$ cat src/rtl/tone_scheduler.sv
// tone_scheduler: round-robin sharing of one sample sink among tone sources.
// Plays a granted source for a fixed count of consumed samples, then a gap.
module tone_scheduler #(
  parameter int num_src_p       = 4,
  parameter int width_p         = 12,
  parameter int dwell_samples_p = 4410,
  parameter int gap_samples_p   = 441
) (
  input  logic                         clk_i,
  input  logic                         reset_ni,
  input  logic [num_src_p-1:0]         req_i,
  input  logic [num_src_p*width_p-1:0] src_data_i,
  input  logic [num_src_p-1:0]         src_valid_i,
  output logic [num_src_p-1:0]         src_ready_o,
  input  logic                         ready_i,
  output logic [width_p-1:0]           data_o,
  output logic                         valid_o,
  output logic [num_src_p-1:0]         grant_o,
  output logic                         busy_o,
  output logic                         note_done_o
);

  localparam int max_lp = (dwell_samples_p > gap_samples_p)
                        ? dwell_samples_p : gap_samples_p;
  localparam int cmax_lp = (max_lp > 2) ? max_lp : 2;
  localparam int cw_lp = $clog2(cmax_lp);
  localparam int iw_lp = $clog2(num_src_p);
  localparam bit has_gap_lp = (gap_samples_p > 0);
  localparam logic [cw_lp-1:0] dwell_load_lp =
    cw_lp'(dwell_samples_p - 1);
  localparam logic [cw_lp-1:0] gap_load_lp =
    has_gap_lp ? cw_lp'(gap_samples_p - 1) : '0;

  typedef enum logic [1:0] {
    idle_s,
    play_s,
    gap_s,
    arb_s
  } state_e;

  state_e             state_r, state_n;
  logic [iw_lp-1:0]   gidx_r, gidx_n;
  logic [iw_lp-1:0]   ptr_r, ptr_n;
  logic [cw_lp-1:0]   cnt_r, cnt_n;
  logic [iw_lp-1:0]   pick_idx;
  logic               pick_found;
  logic [iw_lp-1:0]   ptr_nxt;
  logic               cons;
  logic [width_p-1:0] src_arr [num_src_p];

  for (genvar k = 0; k < num_src_p; k++) begin : g_src
    assign src_arr[k] = src_data_i[k*width_p +: width_p];
  end

  assign ptr_nxt = (gidx_r == iw_lp'(num_src_p - 1))
                 ? '0 : gidx_r + 1'b1;

  // Cyclic priority scan: first requester at or after the pointer.
  always_comb begin
    int scan;
    logic [iw_lp-1:0] sidx;
    pick_found = 1'b0;
    pick_idx   = '0;
    scan       = 0;
    sidx       = '0;
    for (int i = 0; i < num_src_p; i++) begin
      scan = int'(ptr_r) + i;
      if (scan >= num_src_p) scan = scan - num_src_p;
      sidx = iw_lp'(scan);
      if (!pick_found && req_i[sidx]) begin
        pick_found = 1'b1;
        pick_idx   = sidx;
      end
    end
  end

  // Next-state logic plus the combinational sample path.
  always_comb begin
    state_n     = state_r;
    gidx_n      = gidx_r;
    cnt_n       = cnt_r;
    ptr_n       = ptr_r;
    data_o      = '0;
    valid_o     = 1'b0;
    src_ready_o = '0;
    grant_o     = '0;
    busy_o      = 1'b0;
    note_done_o = 1'b0;
    cons        = 1'b0;
    unique case (state_r)
      idle_s, arb_s: begin
        if (pick_found) begin
          state_n = play_s;
          gidx_n  = pick_idx;
          cnt_n   = dwell_load_lp;
        end else begin
          state_n = idle_s;
        end
      end
      play_s: begin
        busy_o               = 1'b1;
        grant_o[gidx_r]      = 1'b1;
        data_o               = src_arr[gidx_r];
        valid_o              = src_valid_i[gidx_r];
        src_ready_o[gidx_r]  = ready_i;
        cons = src_valid_i[gidx_r] & ready_i;
        if (cons && cnt_r == '0) begin
          note_done_o = 1'b1;
          ptr_n       = ptr_nxt;
          state_n     = has_gap_lp ? gap_s : arb_s;
          cnt_n       = gap_load_lp;
        end else begin
          if (cons) cnt_n = cnt_r - 1'b1;
          if (!req_i[gidx_r]) begin
            ptr_n   = ptr_nxt;
            state_n = has_gap_lp ? gap_s : arb_s;
            cnt_n   = gap_load_lp;
          end
        end
      end
      gap_s: begin
        busy_o  = 1'b1;
        valid_o = 1'b1;
        if (ready_i) begin
          if (cnt_r == '0) state_n = arb_s;
          else cnt_n = cnt_r - 1'b1;
        end
      end
      default: state_n = idle_s;
    endcase
  end

  // State, grant, pointer and sample counter registers.
  always_ff @(posedge clk_i or negedge reset_ni) begin
    if (!reset_ni) begin
      state_r <= idle_s;
      gidx_r  <= '0;
      ptr_r   <= '0;
      cnt_r   <= '0;
    end else begin
      state_r <= state_n;
      gidx_r  <= gidx_n;
      ptr_r   <= ptr_n;
      cnt_r   <= cnt_n;
    end
  end

endmodule

$ cat config.mk
export PLATFORM = sky130hd
export DESIGN_NAME = tone_scheduler
export DESIGN_NICKNAME = d
export VERILOG_FILES = /design/src/rtl/tone_scheduler.sv
export SDC_FILE = /design/constraint.sdc
export NUM_CORES = 1
export LEC_CHECK = 0
export ABC_AREA = 1
export CORE_AREA = 2 2 69 71
export DETAILED_ROUTE_END_ITERATION = 8
export DIE_AREA = 0 0 71 73
export PLACE_DENSITY = 0.83
export RECOVER_POWER = 50
export SYNTH_ARGS = -nofsm -noshare
export SYNTH_HDL_FRONTEND = slang
export SYNTH_SLANG_ARGS = --single-unit
$ cat constraint.sdc
create_clock -name clk_i -period 4.5 [get_ports clk_i]
set_input_delay 0.45 -clock clk_i [delete_from_list [all_inputs] [get_ports clk_i]]
set_output_delay 0.45 -clock clk_i [all_outputs]
set_load 0.01 [all_outputs]
==> results of run 1 <==
[layer usage]
layer	track usage	vias up	wire length, um
li1	-	1265	-
met1	0.347	1065	2870
met2	0.380	82	2890
met3	0.0331	4	427
met4	0.0294	0	20
met5	0	-	0
[worst register-to-register path, cell delays in order (launching register included)]
cell and delay, ps:
dfrtp_1 990, inv_1 630, nand2_1 170, nand3_1 70, nand2_1 130, nor2_1 50, nand2_1 100, nand2_1 60
nor2_1 140, nand2_2 200, inv_1 190, nand2_1 80, nand2_1 60
[cells in the final DEF, fill, tap and decap left out, types with 2 or more instances in the layout]
master | netlist | layout
clkdlybuf4s50_1 | 0 | 74
nand2_1 | 98 | 99
nand4_1 | 5 | 5
ha_1 | 7 | 7
xor2_1 | 6 | 6
nand3_1 | 34 | 34
o21ai_0 | 33 | 34
dlygate4sd3_1 | 0 | 7
nand2_2 | 3 | 2
inv_1 | 37 | 37
nor2_1 | 69 | 69
clkbuf_8 | 0 | 3
a21oi_1 | 15 | 15
nand3b_1 | 2 | 2
dfrtp_1 | 19 | 19
[stage by stage]
stage	hold slack, ps	total power [mW]	setup WS, ps	std cells	utilization
2_1_floorplan	154	1.26	2690	352	-
3_3_place_gp	463	1.62	1390	475	0.622
3_5_place_dp	475	1.65	1390	475	0.622
4_1_cts	493	1.78	1090	479	0.632
5_1_grt	518	1.98	794	479	0.632
6_report	488	1.77	1070	479	0.632
[sequential cells by signal, summed over array words and instances (netlist names)]
| signal | count |
|---|---|
| gidx_r | 2 |
| ptr_r | 2 |
| state_r | 2 |
| cnt_r | 13 |
[how the worst max path moves through the flow]
stage	startpoint	to	slack, ps
2_1_floorplan	state_r[1]$_DFFE_PN0P_	data_o[10]	2690
3_3_place_gp	gidx_r[0]$_DFFE_PN0P_	valid_o	1390
3_5_place_dp	gidx_r[0]$_DFFE_PN0P_	valid_o	1390
4_1_cts	gidx_r[0]$_DFFE_PN0P_	valid_o	1090
5_1_grt	gidx_r[0]$_DFFE_PN0P_	valid_o	790
6_report	gidx_r[0]$_DFFE_PN0P_	valid_o	1070
[cell usage after synthesis, types with 2 or more instances]
cell,count,area [sq um]
nand2_1,98,368
nor2_1,69,259
inv_1,37,139
nand3_1,34,170
o21ai_0,33,165
dfrtp_1,19,475
a21oi_1,15,75.1
ha_1,7,87.6
xor2_1,6,52.6
clkbuf_1,5,18.8
nand4_1,5,31.3
buf_1,3,11.3
nand2_2,3,18.8
buf_2,2,10.0
buf_6,2,22.5
nand3b_1,2,15.0
o21ai_1,2,10.0
[cell type report]
class	instances	area, sq um
multi-input cells	282	1310
clock buffers	3	41.3
clock inverters	1	7.51
flip-flops and latches	19	475
repair buffers	81	811
inverters	39	149
fillers	423	1670
well taps	54	67.6
[logic make-up after synthesis]
logic type | after synthesis
AOI/OAI and AO/OA | 52
xor gates and xnor gates | 7
adders and majority gates | 7
buffers and inverters | 51
DFF | 19
and+or+nand+nor | 216
[where the power goes]
part / internal [mW] / total, mW / switching (mW) / leakage, nW
clock: 0.0624 / 0.123 / 0.0607 / 0.0217
combinational: 0.506 / 1.29 / 0.781 / 1.15
sequential: 0.241 / 0.362 / 0.120 / 0.236
total: 0.810 / 1.77 / 0.961 / 1.41
==> flow_summary.toml, run 1 <==
[yosys]
synth_simple_gate_area_frac = 0.451
synthesis.area_sq_mm = 0.00200
yosys.area_share.adder = 0.0437
synth_xor_area_frac = 0.0306
synth_top_family_by_area = "simple AND/OR/NAND/NOR gates"
synth_ff_type = "dfrtp_1"
yosys_warnings = 0
synth_seq_area_share = 0.237
synthArstFlopShare = 1.00
synth_edf_count = 0
synth_fp_nets = 418
avgSynthCellArea_sq_um = 5.69
muxShareOfSynthArea = 0
synth_compound_area_frac = 0.132
ys_ff_latch = 19
yosys.cell_types.count = 27
syn_inst = 352

[clock_tree]
root_buffer = "clkbuf_8"
numCtsBuffers = 3
worstSkewPairLatency_ps = 260
cts_resized = 0
clock_tree.buffer_depth = 2
holdBufCountCts = 0
cts.clk_slew.worst_paths_ps = 80
cts_sinks = 19
cts_tree = "built"
cts_max_level = 1
post_cts_buffers = 0

[layout]
drive_above_1_share = 0.0282
nNetsFinal = 492
antenna_cells = 0
area_growth_pct = 43.0
final_design_area_no_fill_sq_mm = 0.00287

[timing]
tightest_slew_ps = 985
skew_ps = 6.48
hold_violations = 0
clock.fmax_mhz = 292
setup_viol = 0
rsz0062_at_grt = "false"
fin_crit_sh = 0.762
fin_tns_setup_ps = 0
final.min_clock_period_ps = 3430
max_slew_margin = 0.344
maxSlewViolCount = 0

[floorplan]
core_sq_mm = 0.00454
io_pins = 82
die_width_um = 71
die_h_um = 73
design.die.area_sq_mm = 0.00518
placementRows = 25
start_util = 0.442

[outcome]
status = "completed"

[setup_path]
worst_path_max_delay_cell = "dfrtp_1"
rr_endpoint = "cnt_r[5]$_DFFE_PN0P_"
crit_chain = "inv_1 -> nand2_1 -> nand3_1 -> nand2_1 -> a211oi_1 -> clkdlybuf4s50_1"
arrival_ps = 2980
required_ps = 4050
crit_type = "flop to output pin"
slowest_delay_ps = 750
cp_max_fo = 33
end_kind = "output pin"
path_delay_family = "buffers and inverters"
crit_buf_inv = 2
rr_worst_depth = 12
path_common_cell = "nand2_1"
cp.depth = 6
r2r_start = "gidx_r[0]$_DFFE_PN0P_"
cp-start-kind = "flop"
r2r_setup_slack_ps = 1570

[routing]
finalWirelength_um = 6210
vias = 2416
drc = 0
via_per_inst = 5.04
detail-route-antenna-nets = 0
drt_iter0_drc = 198
wire_per_inst_um = 13.0
drt-pass1-iter-count = 4

[worst_hold_path]
hold_path.startpoint = "cnt_r[0]$_DFFE_PN0P_"
whs_path_depth = 2
holdPathEnd = "cnt_r[0]$_DFFE_PN0P_"
hp-class = "flop to flop"

[power]
p_per_area_mw_per_mm2 = 618
p_leak_nw = 1.41
peakVddDrop_uv = 457

[placement]
placed_cell_area_sq_mm = 0.00282
gp_congestion = 0.874
io_buffers = 81
dp_hpwl_um = 4820

[grt]
grt_max_degree = 34
gr-total-overflow = 0
grt_pass1_wl_um = 9990
gr-usage-all-layers = 0.236
grt_pass1_vias = 2095
antenna_found_initial = 0

[flow_run]
drv_cap = 0
(Power assumes the default switching activity.)
==> inputs of run 2 (changes only) <==
--- a/config.mk
+++ b/config.mk
@@ -6,10 +6,10 @@
 export NUM_CORES = 1
 export LEC_CHECK = 0
 export ABC_AREA = 1
-export CORE_AREA = 2 2 69 71
+export CORE_AREA = 2 2 71 73
 export DETAILED_ROUTE_END_ITERATION = 8
-export DIE_AREA = 0 0 71 73
-export PLACE_DENSITY = 0.83
+export DIE_AREA = 0 0 73 75
+export PLACE_DENSITY = 0.79
 export RECOVER_POWER = 50
 export SYNTH_ARGS = -nofsm -noshare
 export SYNTH_HDL_FRONTEND = slang
==> constraint.sdc (replaced) <==
create_clock -name clk_i -period 3.5 [get_ports clk_i]
set_input_delay 0.35 -clock clk_i [delete_from_list [all_inputs] [get_ports clk_i]]
set_output_delay 0.35 -clock clk_i [all_outputs]
set_load 0.01 [all_outputs]
==> flow_summary.toml, run 2 (synthesized netlist as in run 1, its figures left out) <==
[outcome]
status = "completed"

[setup_path]
end_kind = "output pin"
cp-start-kind = "flop"
arrival_ps = 2570
crit_type = "flop to output pin"
required_ps = 3150
cp_max_fo = 17

[clock_tree]
cts.clk_slew.worst_paths_ps = 70
post_cts_buffers = 0
numCtsBuffers = 3
clock_tree.buffer_depth = 2
cts_sinks = 19
cts_tree = "built"
cts_resized = 0
cts_max_level = 1
holdBufCountCts = 0
worstSkewPairLatency_ps = 260
root_buffer = "clkbuf_8"

[floorplan]
design.die.area_sq_mm = 0.00548
io_pins = 82
die_h_um = 75
core_sq_mm = 0.00466
die_width_um = 73
start_util = 0.430
placementRows = 25

[timing]
setup_viol = 0
skew_ps = 7.74
maxSlewViolCount = 0
hold_violations = 0
fin_tns_setup_ps = 0
rsz0062_at_grt = "false"
fin_crit_sh = 0.833
clock.fmax_mhz = 343
final.min_clock_period_ps = 2920
max_slew_margin = 0.412
tightest_slew_ps = 880

[power]
p_switching_mw = 1.23
clkPwrFrac = 0.067
sw_frac_of_total = 0.539
internal-power_mw = 1.05
peakVddDrop_uv = 671
p_per_area_mw_per_mm2 = 797
p_comb_frac = 0.742
p_leak_nw = 1.41
p_seq_frac = 0.191

[layout]
layout_common_cells = "100 x nand2_1, 78 x clkdlybuf4s50_1, 69 x nor2_1"
area_growth_pct = 43.4
nNetsFinal = 494
drive_above_1_share = 0.0281
antenna_cells = 0
layout_commonest_cell = "nand2_1"
layout.core_utilization = 0.616
regMostFlops = "cnt_r"
largest_reg_flops = 13

[routing]
drt_iter0_drc = 167
drt-pass1-iter-count = 4
finalWirelength_um = 6260
wire_per_inst_um = 13.0
vias = 2475
via_per_inst = 5.15
detail-route-antenna-nets = 0
drc = 0

[worst_hold_path]
hp-class = "flop to flop"

[grt]
grt_max_degree = 31
grt_pass1_wl_um = 10000
gr-usage-all-layers = 0.228
grt_pass1_vias = 2074
antenna_found_initial = 0
gr-total-overflow = 0

[placement]
io_buffers = 81
dp_hpwl_um = 4830
gp_congestion = 0.934

[flow_run]
drv_cap = 0
run 2: per-layer routing:
| metal | global-route usage | vias to the layer above | share of wire |
|---|---|---|---|
| met5 | 0 | - | 0 |
| li1 | - | 1268 | - |
| met1 | 0.338 | 1097 | 0.47 |
| met2 | 0.371 | 108 | 0.45 |
| met4 | 0.0123 | 0 | 0.0022 |
| met3 | 0.0335 | 2 | 0.077 |
run 2: power groups by stage:
stage	Combinational, mW	Sequential (mW)	Clock [mW]
finish	1.70	0.436	0.154
global placement	1.67	0.435	0
detailed placement	1.69	0.440	0
global route	1.92	0.453	0.168
CTS	1.71	0.436	0.155
floorplan	1.25	0.378	0
run 2: stage by stage:
step / total power [mW] / instances / setup slack (ps) / hold slack, ps / area, sq um
6_report: 2.29 / 481 / 584 / 479 / 2870
4_1_cts: 2.30 / 481 / 612 / 488 / 2880
5_1_grt: 2.54 / 481 / 438 / 499 / 2870
3_3_place_gp: 2.11 / 477 / 903 / 464 / 2830
3_5_place_dp: 2.13 / 477 / 926 / 472 / 2830
2_1_floorplan: 1.62 / 352 / 1790 / 54.4 / 2000
run 2: path summary, 6_finish.rpt:
path / end / cells after the start / startpoint / slack (ps)
max in group asynchronous: ptr_r[1]$_DFFE_PN0P_ / 1 / reset_ni / 2300
min: cnt_r[0]$_DFFE_PN0P_ / 2 / cnt_r[0]$_DFFE_PN0P_ / 480
min in group asynchronous: cnt_r[11]$_DFFE_PN0P_ / 1 / reset_ni / 650
max reg2reg: cnt_r[8]$_DFFE_PN0P_ / 11 / gidx_r[1]$_DFFE_PN0P_ / 1000
min reg2reg: cnt_r[0]$_DFFE_PN0P_ / 2 / cnt_r[0]$_DFFE_PN0P_ / 480
max: valid_o / 5 / gidx_r[1]$_DFFE_PN0P_ / 580
run 2: area by class of cell:
class / instances / area (sq um)
clock buffers: 4 / 45.0
well taps: 54 / 67.6
multi-input cells: 282 / 1310
flip-flops and latches: 19 / 475
repair buffers: 83 / 826
inverters: 39 / 148
fillers: 443 / 1790
run 2: critical path: stages (launching register included):
cell and delay [ps]:
dfrtp_1 680, inv_1 410, nand3_1 220, nand2_1 120, a211oi_1 280, clkdlybuf4s50_1 590
==> inputs of run 3 (changes only) <==
--- a/config.mk
+++ b/config.mk
@@ -6,10 +6,10 @@
 export NUM_CORES = 1
 export LEC_CHECK = 0
 export ABC_AREA = 1
-export CORE_AREA = 2 2 71 73
+export CORE_AREA = 2 2 74 76
 export DETAILED_ROUTE_END_ITERATION = 8
-export DIE_AREA = 0 0 73 75
-export PLACE_DENSITY = 0.79
+export DIE_AREA = 0 0 76 78
+export PLACE_DENSITY = 0.76
 export RECOVER_POWER = 50
 export SYNTH_ARGS = -nofsm -noshare
 export SYNTH_HDL_FRONTEND = slang
==> constraint.sdc (replaced) <==
create_clock -name clk_i -period 2.6 [get_ports clk_i]
set_input_delay 0.26 -clock clk_i [delete_from_list [all_inputs] [get_ports clk_i]]
set_output_delay 0.26 -clock clk_i [all_outputs]
set_load 0.01 [all_outputs]
==> flow_summary.toml, run 3 (synthesized netlist as in run 1, its figures left out) <==
[placement]
placed_cell_area_sq_mm = 0.00288
dp_hpwl_um = 4990
gp_congestion = 0.881
io_buffers = 81
dp_cells = 497

[grt]
grt-busiest-layer = "met2"
gr-usage-all-layers = 0.218
grt_pass1_vias = 2208
use_met2 = 0.349
grt_max_degree = 26
grt_pass1_wl_um = 10700
met1_usage = 0.315
antenna_found_initial = 0
gr-total-overflow = 0
met3_usage = 0.0384

[clock_tree]
cts_resized = 0
cts_tree = "built"
post_cts_buffers = 0
root_buffer = "clkbuf_8"
clock_tree.buffer_depth = 2
worstSkewPairLatency_ps = 250
cts.clk_slew.worst_paths_ps = 70
cts_sinks = 19
cts_max_level = 1
holdBufCountCts = 0
numCtsBuffers = 3

[outcome]
status = "completed"

[setup_path]
required_ps = 2340
crit_chain = "inv_1 -> ha_1 -> nand3_1 -> nor2_2 -> nand3_1 -> nor3_1 -> clkdlybuf4s50_1"
r2r_setup_slack_ps = 440
slowest_delay_ps = 570
end_kind = "output pin"
cp-start-kind = "flop"
r2r_start = "ptr_r[0]$_DFFE_PN0P_"
path_delay_family = "buffers and inverters"
cp_max_fo = 5
rr_endpoint = "cnt_r[4]$_DFFE_PN0P_"
worst_path_max_delay_cell = "clkdlybuf4s50_1"
crit_type = "flop to output pin"
path_common_cell = "nand3_1"
cp.depth = 7
rr_worst_depth = 12
arrival_ps = 2150
crit_buf_inv = 2

[timing]
hold_violations = 0
fin_crit_sh = 0.928
clock.fmax_mhz = 415
fin_tns_setup_ps = 0
skew_ps = 2.70
final.min_clock_period_ps = 2410
rsz0062_at_grt = "false"
max_slew_margin = 0.385
tightest_slew_ps = 919
maxSlewViolCount = 0
setup_viol = 0

[worst_hold_path]
hold_path.startpoint = "cnt_r[1]$_DFFE_PN0P_"
holdPathEnd = "cnt_r[1]$_DFFE_PN0P_"
whs_path_depth = 2
hp-class = "flop to flop"

[routing]
finalWirelength_um = 6370
drt-pass1-iter-count = 4
wire_per_inst_um = 12.7
via_per_inst = 4.93
drt_iter0_drc = 162
drc = 0
vias = 2472
detail-route-antenna-nets = 0

[layout]
largest_reg_flops = 13
layout_common_cells = "99 x nand2_1, 78 x clkdlybuf4s50_1, 69 x nor2_1"
area_growth_pct = 45.8
antenna_cells = 0
regMostFlops = "cnt_r"
final_design_area_no_fill_sq_mm = 0.00292
fin_cells = 501
nFillCells = 499
drive_above_1_share = 0.0394
layout_commonest_cell = "nand2_1"
multi_input_area_sq_mm = 0.00131
layout.core_utilization = 0.579
seq_area_sq_um = 475
nNetsFinal = 498

[floorplan]
die_width_um = 76
design.die.area_sq_mm = 0.00593
io_pins = 82
start_util = 0.397
core_sq_mm = 0.00504
placementRows = 26
die_h_um = 78

[power]
p_per_area_mw_per_mm2 = 1070
p_leak_nw = 1.43
peakVddDrop_uv = 594
power_mw = 3.13

[flow_run]
drv_cap = 0
## run 3: cell count changes in the layout (fill, tap and decap cells not counted), sizes merged
cell and delta:
inv +1, buf +4, clkinvlp -1
## run 3: area by class of cell
| cell class | instances | share of cell area |
|---|---|---|
| multi-input combinational | 282 | 0.448 |
| timing repair buffer | 87 | 0.293 |
| sequential | 19 | 0.163 |
| inverter | 39 | 0.0510 |
| tap | 70 | 0.0300 |
| clock buffer | 4 | 0.0154 |
## run 3: worst max path at each step
stage,start,to
after detailed placement,cnt_r[0]$_DFFE_PN0P_,note_done_o
after global placement,src_valid_i[0],valid_o
final,cnt_r[0]$_DFFE_PN0P_,note_done_o
after CTS,cnt_r[0]$_DFFE_PN0P_,note_done_o
after floorplan,cnt_r[0]$_DFFE_PN0P_,cnt_r[12]$_DFFE_PN0P_
after global routing,cnt_r[0]$_DFFE_PN0P_,note_done_o
## run 3: through the flow
step	setup slack [ps]	hold slack, ps
5_1_grt	20.8	500
3_5_place_dp	461	467
3_3_place_gp	450	463
2_1_floorplan	893	-35.6
4_1_cts	170	485
6_report	188	482
## run 3: worst min-delay path, delay by kind of cell, from the launching register on
| kind | cells | cell delay [ps] |
|---|---|---|
| DFF | 1 | 340 |
| and+or+nand+nor | 2 | 110 |
## run 3: layer usage
metal / part of all wire / routed length [um]
met5: 0 / 0
met3: 0.060 / 380
met4: 0.010 / 65
met1: 0.50 / 3160
met2: 0.43 / 2770
## run 3: where the power goes
| group | switching (mW) | internal (mW) |
|---|---|---|
| logic | 1.46 | 0.925 |
| registers | 0.112 | 0.420 |
| clock network | 0.100 | 0.109 |
| total | 1.67 | 1.45 |
